**config.mk**
```make
export PLATFORM = sky130hd
export DESIGN_NAME = ise_pixel_feeder_flat
export DESIGN_NICKNAME = d
export VERILOG_FILES = /design/src/rtl/ise_pixel_feeder_pkg.sv /design/src/rtl/ise_pixel_feeder_if.sv /design/src/rtl/ise_pixel_feeder_skid_fifo2.sv /design/src/rtl/ise_pixel_feeder.sv /design/src/flat_wrapper.sv
export SDC_FILE = /design/constraint.sdc
export NUM_CORES = 1
export LEC_CHECK = 0
export BUFFER_PORTS_ARGS = -buffer_cell sky130_fd_sc_hd__buf_2
export CAP_MARGIN = 20
export CORE_MARGIN = 2
export CORE_UTILIZATION = 45
export CTS_BUF_LIST = sky130_fd_sc_hd__clkbuf_16
export CTS_CLUSTER_SIZE = 25
export DETAILED_ROUTE_END_ITERATION = 8
export PLACE_DENSITY = 0.67
export RECOVER_POWER = 100
export SKIP_CTS_REPAIR_TIMING = 1
export SLEW_MARGIN = 15
export SYNTH_ARGS = -nofsm -noshare
export SYNTH_HDL_FRONTEND = slang
export SYNTH_SLANG_ARGS = --single-unit
export TNS_END_PERCENT = 50
```
**constraint.sdc**
```tcl
create_clock -name clk -period 7.15 [get_ports clk]
set_input_delay 1.43 -clock clk [delete_from_list [all_inputs] [get_ports clk]]
set_output_delay 1.43 -clock clk [all_outputs]
set_load 0.05 [all_outputs]
```
**src/rtl/ise_pixel_feeder_pkg.sv**
```systemverilog
// Shared types and defaults for the image sort engine pixel feeder.
package ise_pkg;
  localparam int IMG_NUM_DEF     = 32;
  localparam int PIX_PER_IMG_DEF = 16384;
  localparam int ADDR_W          = 19;
  localparam int IDX_W           = 5;

  typedef struct packed {
    logic [7:0] r;
    logic [7:0] g;
    logic [7:0] b;
  } pixel_t;

  typedef enum logic [1:0] {ST_IDLE, ST_RUN, ST_DRAIN, ST_DONE} feeder_state_t;
endpackage

```
**src/rtl/ise_pixel_feeder_if.sv**
```systemverilog
// Memory read port and pixel stream between the feeder and its neighbours.
interface ise_pixel_feeder_if import ise_pkg::*; #(
  parameter int DATA_W = 24
) ();
  logic              mem_rd;
  logic [ADDR_W-1:0] mem_addr;
  logic [DATA_W-1:0] mem_rdata;
  logic              busy;
  logic              pixel_valid;
  logic [DATA_W-1:0] pixel_out;
  logic [IDX_W-1:0]  image_index_out;

  modport master (
    output mem_rd, mem_addr, pixel_valid, pixel_out, image_index_out,
    input  mem_rdata, busy
  );
  modport slave (
    input  mem_rd, mem_addr, pixel_valid, pixel_out, image_index_out,
    output mem_rdata, busy
  );
endinterface

```
**src/rtl/ise_pixel_feeder_skid_fifo2.sv**
```systemverilog
// 2-entry FIFO; when empty, a push is presented at the head in the same cycle
// so a simultaneous pop takes it straight through.
module ise_skid_fifo2 #(
  parameter int W = 29
) (
  input  logic         clk,
  input  logic         reset,
  input  logic         push,
  input  logic [W-1:0] din,
  input  logic         pop,
  output logic [1:0]   count,
  output logic         valid,
  output logic [W-1:0] head
);
  logic [W-1:0] mem [2];
  logic         wr_ptr, rd_ptr, store, take;

  assign take  = pop && (count != 2'd0);
  assign store = push && !(pop && count == 2'd0);
  assign valid = (count != 2'd0) || push;
  assign head  = (count != 2'd0) ? mem[rd_ptr] : (push ? din : '0);

  always_ff @(posedge clk) begin
    if (store) mem[wr_ptr] <= din;
  end

  always_ff @(posedge clk) begin
    if (reset) begin
      wr_ptr <= 1'b0;
      rd_ptr <= 1'b0;
      count  <= 2'd0;
    end else begin
      if (store) wr_ptr <= ~wr_ptr;
      if (take)  rd_ptr <= ~rd_ptr;
      count <= count + 2'(store) - 2'(take);
    end
  end

  a_no_underflow: assert property (@(posedge clk) disable iff (reset) pop |-> valid);
  a_no_overflow:  assert property (@(posedge clk) disable iff (reset) push |-> (count != 2'd2));
endmodule

```
**src/rtl/ise_pixel_feeder.sv**
```systemverilog
// Streams IMG_NUM images from pixel memory, one pixel per cycle, under busy back-pressure.
// Optional per-image R+G+B checksum output: define ISE_FEEDER_CHKSUM_EN.
module ise_pixel_feeder
  import ise_pkg::*;
#(
  parameter int IMG_NUM     = IMG_NUM_DEF,
  parameter int PIX_PER_IMG = PIX_PER_IMG_DEF,
  parameter int DATA_W      = 24
) (
  input  logic               clk,
  input  logic               reset,
  input  logic               start,
  ise_pixel_feeder_if.master bus,
  output logic               done
`ifdef ISE_FEEDER_CHKSUM_EN
  ,
  output logic               chk_valid,
  output logic [31:0]        chk_sum
`endif
);
  localparam int                PIX_W     = $clog2(PIX_PER_IMG);
  localparam int                FW        = DATA_W + IDX_W;
  localparam logic [ADDR_W-1:0] LAST_ADDR = ADDR_W'(IMG_NUM * PIX_PER_IMG - 1);

  feeder_state_t     state, state_nxt;
  logic [ADDR_W-1:0] addr, addr_q;
  logic              inflight, rd, xfer, at_last;
  logic [1:0]        fifo_count;
  logic              fifo_valid;
  logic [FW-1:0]     fifo_din, fifo_head;

  assign at_last = (addr == LAST_ADDR);
  assign xfer    = fifo_valid && !bus.busy;

  always_comb begin
    state_nxt = state;
    rd        = 1'b0;
    case (state)
      ST_IDLE:  if (start) state_nxt = ST_RUN;
      ST_RUN: begin
        // fifo entries plus the read in flight never exceed the 2 slots
        rd = (fifo_count + {1'b0, inflight}) < 2'd2;
        if (rd && at_last) state_nxt = ST_DRAIN;
      end
      ST_DRAIN: if (fifo_count == 2'd0 && !inflight) state_nxt = ST_DONE;
      ST_DONE:  state_nxt = ST_IDLE;
      default:  state_nxt = ST_IDLE;
    endcase
  end

  always_ff @(posedge clk) begin
    if (reset) begin
      state    <= ST_IDLE;
      addr     <= '0;
      addr_q   <= '0;
      inflight <= 1'b0;
    end else begin
      state    <= state_nxt;
      inflight <= rd;
      if (rd) addr_q <= addr;
      if (state == ST_IDLE && start) addr <= '0;
      else if (rd && !at_last)       addr <= addr + 1'b1;
    end
  end

  assign fifo_din = {IDX_W'(addr_q >> PIX_W), bus.mem_rdata};

  ise_skid_fifo2 #(.W(FW)) u_fifo (
    .clk   (clk),
    .reset (reset),
    .push  (inflight),
    .din   (fifo_din),
    .pop   (xfer),
    .count (fifo_count),
    .valid (fifo_valid),
    .head  (fifo_head)
  );

  assign bus.mem_rd      = rd;
  assign bus.mem_addr    = addr;
  assign bus.pixel_valid = fifo_valid;
  assign {bus.image_index_out, bus.pixel_out} = fifo_head;
  assign done            = (state == ST_DONE);

`ifdef ISE_FEEDER_CHKSUM_EN
  logic [PIX_W-1:0] pix_cnt;
  logic [31:0]      acc, acc_nxt;
  pixel_t           px;

  assign px      = pixel_t'(bus.pixel_out[23:0]);
  assign acc_nxt = acc + 32'(px.r) + 32'(px.g) + 32'(px.b);

  always_ff @(posedge clk) begin
    if (reset) begin
      pix_cnt   <= '0;
      acc       <= '0;
      chk_valid <= 1'b0;
      chk_sum   <= '0;
    end else begin
      chk_valid <= 1'b0;
      if (state == ST_IDLE && start) begin
        pix_cnt <= '0;
        acc     <= '0;
      end else if (xfer) begin
        pix_cnt <= pix_cnt + 1'b1;
        if (pix_cnt == PIX_W'(PIX_PER_IMG - 1)) begin
          chk_valid <= 1'b1;
          chk_sum   <= acc_nxt;
          acc       <= '0;
        end else begin
          acc <= acc_nxt;
        end
      end
    end
  end
`endif
endmodule
```
**src/flat_wrapper.sv**
```systemverilog
// flat-port wrapper written by rule: the top's interface ports become plain ports
module ise_pixel_feeder_flat import ise_pkg::*;
#(
  parameter int IMG_NUM     = IMG_NUM_DEF,
  parameter int PIX_PER_IMG = PIX_PER_IMG_DEF,
  parameter int DATA_W      = 24
)
  (clk, reset, start, done, bus_mem_rd, bus_mem_addr, bus_pixel_valid, bus_pixel_out, bus_image_index_out, bus_mem_rdata, bus_busy);
  ise_pixel_feeder_if #(.DATA_W(DATA_W)) bus_i ();
  input  logic clk;
  input  logic reset;
  input  logic start;
  output logic done;
  output wire logic [$bits(bus_i.mem_rd)-1:0] bus_mem_rd;
  output wire logic [$bits(bus_i.mem_addr)-1:0] bus_mem_addr;
  output wire logic [$bits(bus_i.pixel_valid)-1:0] bus_pixel_valid;
  output wire logic [$bits(bus_i.pixel_out)-1:0] bus_pixel_out;
  output wire logic [$bits(bus_i.image_index_out)-1:0] bus_image_index_out;
  input wire logic [$bits(bus_i.mem_rdata)-1:0] bus_mem_rdata;
  input wire logic [$bits(bus_i.busy)-1:0] bus_busy;
  assign bus_mem_rd = bus_i.mem_rd;
  assign bus_mem_addr = bus_i.mem_addr;
  assign bus_pixel_valid = bus_i.pixel_valid;
  assign bus_pixel_out = bus_i.pixel_out;
  assign bus_image_index_out = bus_i.image_index_out;
  assign bus_i.mem_rdata = bus_mem_rdata;
  assign bus_i.busy = bus_busy;
  ise_pixel_feeder #(.IMG_NUM(IMG_NUM), .PIX_PER_IMG(PIX_PER_IMG), .DATA_W(DATA_W)) u_core (.clk(clk), .reset(reset), .start(start), .bus(bus_i), .done(done));
endmodule
```
After elaboration in Yosys (flattened, before gate mapping)
Memory sizes are Yosys's and may differ from the RTL's. A register that Yosys moved wholly into a read port is not among the register bits.
Cells that the tools add are included.

operators by class
  eq/ne operators = 7
  reductions and logical operators = 18
  multiply operators = 0
  add/sub/neg operators = 4
  magnitude comparators = 1
  div/mod/pow operators = 0
  bitwise operators = 2
  shifts and indexed selects = 0
  mux-type cells = 11

operator list
  kind                   number
  $mux 29                2
  $add 19x1->19 const B  1
  $eq 19x19->1 const B   1
  $logic_and 1x1->1      8
  $pmux 2 s4             1
  $mux 2                 3
  $mux 1                 5
  $add 2x1->2            2
  $eq 2x2->1 const B     2
  $logic_not 1->1        4
  $logic_not 2->1        2
  $ne 2x1->1 const B     2
  $reduce_and 3->1       1
  $eq 2x1->1 const B     1
  $lt 2x2->1 const B     1
  $ne 2x2->1 const B     1
  $not 1->1              2
  $reduce_bool 2->1      1
  $reduce_or 2->1        1
  $sub 2x1->2            1
  $logic_or 1x1->1       1

word-level totals
  memories = 1
  register bits after elaboration = 45
  RAM bits = 58
  bits in latches = 0
  output and inout bits = 51
  word-level logic and storage cells = 51
  ROM bits = 0

memory list
  name               depth  width  rd ports  clocked after memory_dff  write ports  line                               text
  u_core.u_fifo.mem  2      29     1         1                         1            ise_pixel_feeder_skid_fifo2.sv:15  logic [W-1:0] mem [2];

Logic depth before layout (Yosys ltp)
Gate-level depths: netlist (run 1).

  depth in word-level cells = 8
  gate-level depth with buffers = 8
  gate-level depth less buffers = 8

By module
A second synthesis (run 1) with hierarchy kept.

unflattened totals
  cell total of the unflattened synthesis = 349
  area total of the unflattened synthesis = 4,096.4 µm²

modules (own cells, without submodules)
  module            times used  area each (µm²)  sequential area each (µm²)  cells each
  ise_skid_fifo2    1           2,650.0          1,841.8                     184
  ise_pixel_feeder  1           1,446.4          540.5                       165

Worst setup path before layout (run 1)
Ideal clock, no wire load.

  path kind = register to output
  from = reg (tool-made name)
  to = out bus_image_index_out[0]
  required time = 5.720 ns
  stages on the path, launching flop included = 5
  data arrival time = 2.260 ns
  setup slack = 3.460 ns
  cell sequence = dfxtp_1 > buf_2 > buf_1 > mux2i_1 > o21ai_0

RTL lines
  element    line                text
  to (decl)  flat_wrapper.sv:18  output wire logic [$bits(bus_i.image_index_out)-1:0] bus_image_index_out;

==> summary.txt, run 1 <==
Top FF cell, synth = edfxtp_1
setup TNS = 0 ns
Die Height = 100 um
synth-to-layout area growth = 16.7%
clock sinks = 90
Worst Setup Start Kind = flip-flop
status = complete, but fails checks
area of the mapped netlist = 4150 um2
Final Hold Fails = 0
clk_lat worst skew = 0.34 ns
PortBufs = 78
Mapped Cells = 371
Synth warnings = 0
htree depth = 3
async set or reset register ratio after synthesis = 0%
Power, Total = 1.91 mW
Num CTS Buffers = 9
PD cells = 394 nW/um2
Vias = 3112
total iterations of the first detailed-routing run = 4
mux cell area share after synthesis = 10.6%
Reg clk slew, reported paths = 0.07 ns
hpwl dp = 5700 um
Crit Path Max Fanout = 29
R2R setup slack = 4.37 ns
P_leak = 1.51 nW
hold_sp = u_core.addr_q[17]
most common cell after layout, fill and taps aside = clkbuf_1
Rel. slew slack = -17.0%
wire per inst = 15.5 um
max-cap violations = 3
num rows = 35
DR iter-0 viols = 151
GP Congestion = 0.823
GRT overflow = 0
Root Buffer = clkbuf_16
VDD IR-drop max = 214 uV
Total Nets Final = 483
final wirelength = 8720 um
Simple-Gate Fraction of Synth Area = 17.7%
Synthesized Nets = 407
worst r2r src = u_core.inflight
main combinational cell family by area after synthesis = simple AND/OR/NAND/NOR gates
Die ar. = 10000 um2
layout cells sized above 1 = 5.75%
total core area = 9110 um2
failing checks = capacitance limit, slew limit
worst-margin pin slew = 1.76 ns
count of pins over their slew limit = 90
Fmax achieved = 235 MHz
most frequent cells in the layout = clkbuf_1, edfxtp_1, mux2i_1, nand3_1, dfxtp_1
compound-gate portion of the synthesized area = 8.38%
final number of setup-violating endpoints = 0
Seq cells post-synth = 90
Via density = 5.53
Hold Crit Depth = 2
fin crit share = 59.4%
Synth Area in Adders = 2.41%
Max Clock Skew = 0.00668 ns
RSZ-0062 raised after global routing = false
Residual DRC = 0
Critical Setup Path Class = flip-flop to output pin
die width = 100 um
number of global-route vias before repair = 2862
Avg Inst Size Synth = 11.2 um2
All-Layer GR Usage = 17.8%
largest net degree at the start of global routing = 60
n_diodes = 0
CP Capture Type = output pin
Post-synth EDFFs = 58
clk buf depth = 2
Unique masters post-synth = 40
HP Class = flip-flop to flip-flop
hold endpoint = u_core.addr_q[17]
TritonCTS clock tree = built
register area share after synthesis = 57.4%
Post-Synth XOR/XNOR Area = 0.844%
Min Clock Period, post-route = 4.25 ns
post-route ant nets = 0
CP required = 5.72 ns
WP data arrival = 2.82 ns
Starting Density = 45.6%
first-pass GRT wire length = 14000 um
IO Pins = 79
initial antenna violation count = 0
Worst R2R End = u_core.u_fifo.mem[0][0]
R2R cell count = 4
[cell type report]
type | instances | area (um2)
clock buffer | 9 | 225
clock inverter | 7 | 51.3
fill | 869 | 4270
inverter | 10 | 37.5
multi-input combinational | 252 | 1670
sequential | 90 | 2380
tap | 111 | 139
timing repair buffer | 84 | 339
[synth_stat cells (5+ instances only)]
cell type,n,area [um2]
a211oi_1,5,37.5
o21ai_0,30,150
nor2_1,15,56.3
nand4_1,10,62.6
dfxtp_1,32,641
inv_1,9,33.8
nand2b_1,11,68.8
clkbuf_1,13,48.8
nand2_1,30,113
nor4_1,7,43.8
edfxtp_1,58,1740
nand3_1,40,200
a21oi_1,12,60.1
ha_1,8,100
or4_1,5,37.5
mux2i_1,44,440
[how the worst max path moves through the flow]
stage | to | from
3_3_place_gp | bus_pixel_out[14] | bus_mem_rdata[14]
6_report | bus_pixel_out[21] | flip-flop
4_1_cts | bus_pixel_out[23] | u_core.u_fifo.count[0]
3_5_place_dp | bus_pixel_out[14] | bus_mem_rdata[14]
2_1_floorplan | bus_image_index_out[0] | flip-flop
5_1_grt | bus_pixel_out[5] | flip-flop
[logic make-up (layout without fill, tap and decap cells)]
family          count (synthesis)  after routing
simple gates                  137            137
flops                          90             90
compound gates                 59             59
mux                            44             44
buf+inv                        29            110
fa+ha+maj                       8              8
xor+xnor                        4              4
[critical path: stages, from the launching register on]
cell	delay, ns
dfxtp_1	1.49
mux2i_1	0.20
o21ai_0	0.28
clkbuf_1	0.50
[per-layer routing]
layer / vias up / global-route usage (%) / wire, um / share of wire [%]
met1: 1489 / 22.5 / 3980 / 46
met4: 0 / 5.16 / 90 / 1.0
met2: 72 / 30.3 / 4270 / 49
met5: - / 0 / 0 / 0
li1: 1544 / - / - / -
met3: 7 / 4.53 / 376 / 4.3
[power by group]
part	internal, mW	total [mW]	switching [mW]
clock network	0.238	0.441	0.203
registers	0.600	0.657	0.0567
logic	0.190	0.813	0.623
[metrics by stage]
step | util, % | setup slack (ns) | instance area [um2] | hold slack (ns) | instances
2_1_floorplan | - | 3.46 | 4150 | 0.447 | 371
3_3_place_gp | 51.0 | 3.65 | 4650 | 0.459 | 545
3_5_place_dp | 51.1 | 3.62 | 4650 | 0.473 | 546
4_1_cts | 54.1 | 3.44 | 4930 | 0.488 | 562
5_1_grt | 53.2 | 2.68 | 4840 | 0.511 | 563
6_report | 53.2 | 2.90 | 4840 | 0.489 | 563
[registers in the layout, indices dropped and copies added, names as in the netlist, named ones only]
signal,cells
u_core.addr_q,5
u_core.bus.mem_addr,19
u_core.inflight,1
u_core.state,2
u_core.u_fifo.count,2
u_core.u_fifo.mem,58
u_core.u_fifo.rd_ptr,1
u_core.u_fifo.wr_ptr,1
(Power assumes the default switching activity.)
==> run 2: changes to the inputs <==
- PLACE_DENSITY: 0.67 -> 0.7
- clock period: 7.15 -> 3.5 ns (I/O delays scaled with it)
==> run 2 against run 1 <==
  * The flow still finishes with violations (capacitance limit, slew limit)
  * Power increased by 110%
  * Final cell count rose by 0.18%
  * Combinational power is 100% higher
  * Register-to-register slack got worse by 3.6 ns
  * Clock skew is essentially flat
  * Global-route usage shrank 0.29 points
  * Non-clock buffer count up 1
  * Critical path depth up 2
  * Sequential power grew 100%
  * Clock power is 120% higher
  * Largest cell class unchanged
==> summary.txt, run 2 (synthesized netlist as in run 1, its figures left out) <==
VDD IR-drop max = 355 uV (+66%)
most common cell after layout, fill and taps aside = clkbuf_1
max reg flops = 58 (unchanged)
clk_lat worst skew = 0.33 ns (about the same)
WL met1 = 3890 um (-2.4%)
Num CTS Buffers = 9 (unchanged)
P_leak = 1.54 nW (+2.2%)
die width = 100 um (unchanged)
CP Capture Type = output pin
final wirelength = 8470 um (-2.8%)
DR iter-0 viols = 174 (+15%)
Root Buffer = clkbuf_16
htree depth = 3 (unchanged)
post-placement worst setup slack = 1.00 ns (-2.62 ns)
met2 wire len = 4090 um (-4.2%)
total iterations of the first detailed-routing run = 4 (unchanged)
Hold WS = 0.486 ns (-0.00298 ns)
Fmax achieved = 328 MHz
metal3 WL = 439 um (+17%)
setup ws final = 0.448 ns (-2.45 ns)
Total Nets Final = 484 (+0.21%)
Largest Register = u_core.u_fifo.mem
Final Hold Fails = 0 (unchanged)
Critical Setup Path Class = flip-flop to output pin
fin crit share = 87.2%
Starting Density = 45.6% (unchanged)
wire per inst = 15.0 um (-3.0%)
most frequent cells in the layout = clkbuf_1, edfxtp_1, mux2i_1, nand3_1, dfxtp_1
hpwl dp = 5740 um (+0.69%)
Via density = 5.51 (-0.37%)
Net Sw Frac = 44.4% (-1.8 points)
Die ar. = 10000 um2 (unchanged)
crit-path max cell delay = 0.52 ns (-0.97 ns)
TritonCTS clock tree = built
WP data arrival = 2.35 ns (-0.47 ns)
CP required = 2.80 ns (-2.92 ns)
CP cell instances = nor2_4 > buf_4 > nand3_1 > o21ai_0 > clkbuf_1
Rel. slew slack = -13.3% (+3.7 points)
IO Pins = 79 (unchanged)
Buf+Inv Stages, Crit Path = 2 (+1)
Die Height = 100 um (unchanged)
Residual DRC = 0 (unchanged)
HP Class = flip-flop to flip-flop
clock sinks = 90 (unchanged)
CP max stage cell = clkbuf_1
All-Layer GR Usage = 17.5% (-0.29 points)
cell-internal power = 2.18 mW (+110%)
Final Util = 53.5% (+0.32 points)
total core area = 9110 um2 (unchanged)
failing checks = capacitance limit, slew limit
synth-to-layout area growth = 17.4%
setup TNS = 0 ns (unchanged)
Vias = 3106 (-0.19%)
n_diodes = 0 (unchanged)
status = complete, but fails checks
worst-margin pin slew = 1.70 ns (-0.0559 ns)
Top delay family on crit path = buffers and inverters
top routing layer in use = met4
num rows = 35 (unchanged)
PortBufs = 78 (unchanged)
NetSw = 1.74 mW (+97%)
Comb power frac = 41.5% (-1.0 points)
first-pass GRT wire length = 13900 um (-1.3%)
Power, Total = 3.92 mW (+110%)
Worst Setup Start Kind = flip-flop
final number of setup-violating endpoints = 0 (unchanged)
Crit Path Max Fanout = 34 (+17%)
Max Clock Skew = 0.00639 ns (-0.000289 ns)
PD cells = 805 nW/um2 (+100%)
post-route ant nets = 0 (unchanged)
max-cap violations = 2 (-1)
Clock power frac = 24.3% (+1.2 points)
layout cells sized above 1 = 6.18% (+0.43 points)
RSZ-0062 raised after global routing = false
clk buf depth = 2 (unchanged)
initial antenna violation count = 0 (unchanged)
Reg clk slew, reported paths = 0.07 ns (about the same)
count of pins over their slew limit = 60 (-33%)
GRT overflow = 0 (unchanged)
Reg power frac = 34.2% (-0.2 points)
GP Congestion = 0.803 (-2.5%)
largest net degree at the start of global routing = 35 (-42%)
Min Clock Period, post-route = 3.05 ns
number of global-route vias before repair = 2848 (-0.49%)
## run 2: cell count changes in the layout (fill, tap and decap cells not counted), moves of 3 or more
| cell | before | now |
|---|---|---|
| inv_6 | 3 | 0 |
| inv_1 | 9 | 12 |
| buf_4 | 1 | 5 |
| clkbuf_1 | 79 | 76 |
## run 2: area by class of cell
class	count	area [um2]
timing repair buffer	85	343
tap	111	139
multi-input combinational	252	1670
inverter	10	37.5
clock buffer	10	250
clock inverter	6	50.0
fill	863	4240
sequential	90	2380
## run 2: worst paths after layout
kind                     startpoint                       end  slack [ns]  cells past startpoint
min               u_core.addr_q[14]  u_core.u_fifo.mem[1][24]        0.49                      0
max reg2reg         u_core.inflight  u_core.u_fifo.mem[1][14]        0.77                      4
max          u_core.u_fifo.count[0]          bus_pixel_out[1]        0.45                      5
min reg2reg       u_core.addr_q[14]  u_core.u_fifo.mem[1][24]        0.49                      0
## run 2: worst register-to-register path: stages (launching register included)
cell,delay (ns)
dfxtp_1,0.38
buf_4,0.34
o31ai_1,0.24
nor2_2,0.12
clkbuf_1,1.23
## run 2: per-stage QoR
stage / cells / instance area [um2]
after global placement: 548 / 4670
after detailed placement: 548 / 4670
after global routing: 564 / 4870
final: 564 / 4870
after CTS: 564 / 4970
after floorplan: 371 / 4150
## run 2: per-layer routing
layer,vias to the layer above,GRT usage [%]
li1,1544,-
met1,1474,23.5
met2,83,28.4
met3,5,4.25
met4,0,5.27
met5,-,0
## run 2: power groups by stage
stage / clock, mW / sequential [mW] / combinational (mW)
global placement: 0 / 1.36 / 1.67
detailed placement: 0 / 1.36 / 1.70
finish: 0.955 / 1.34 / 1.63
floorplan: 0 / 1.30 / 1.36
CTS: 0.977 / 1.34 / 1.70
global route: 1.03 / 1.36 / 1.76
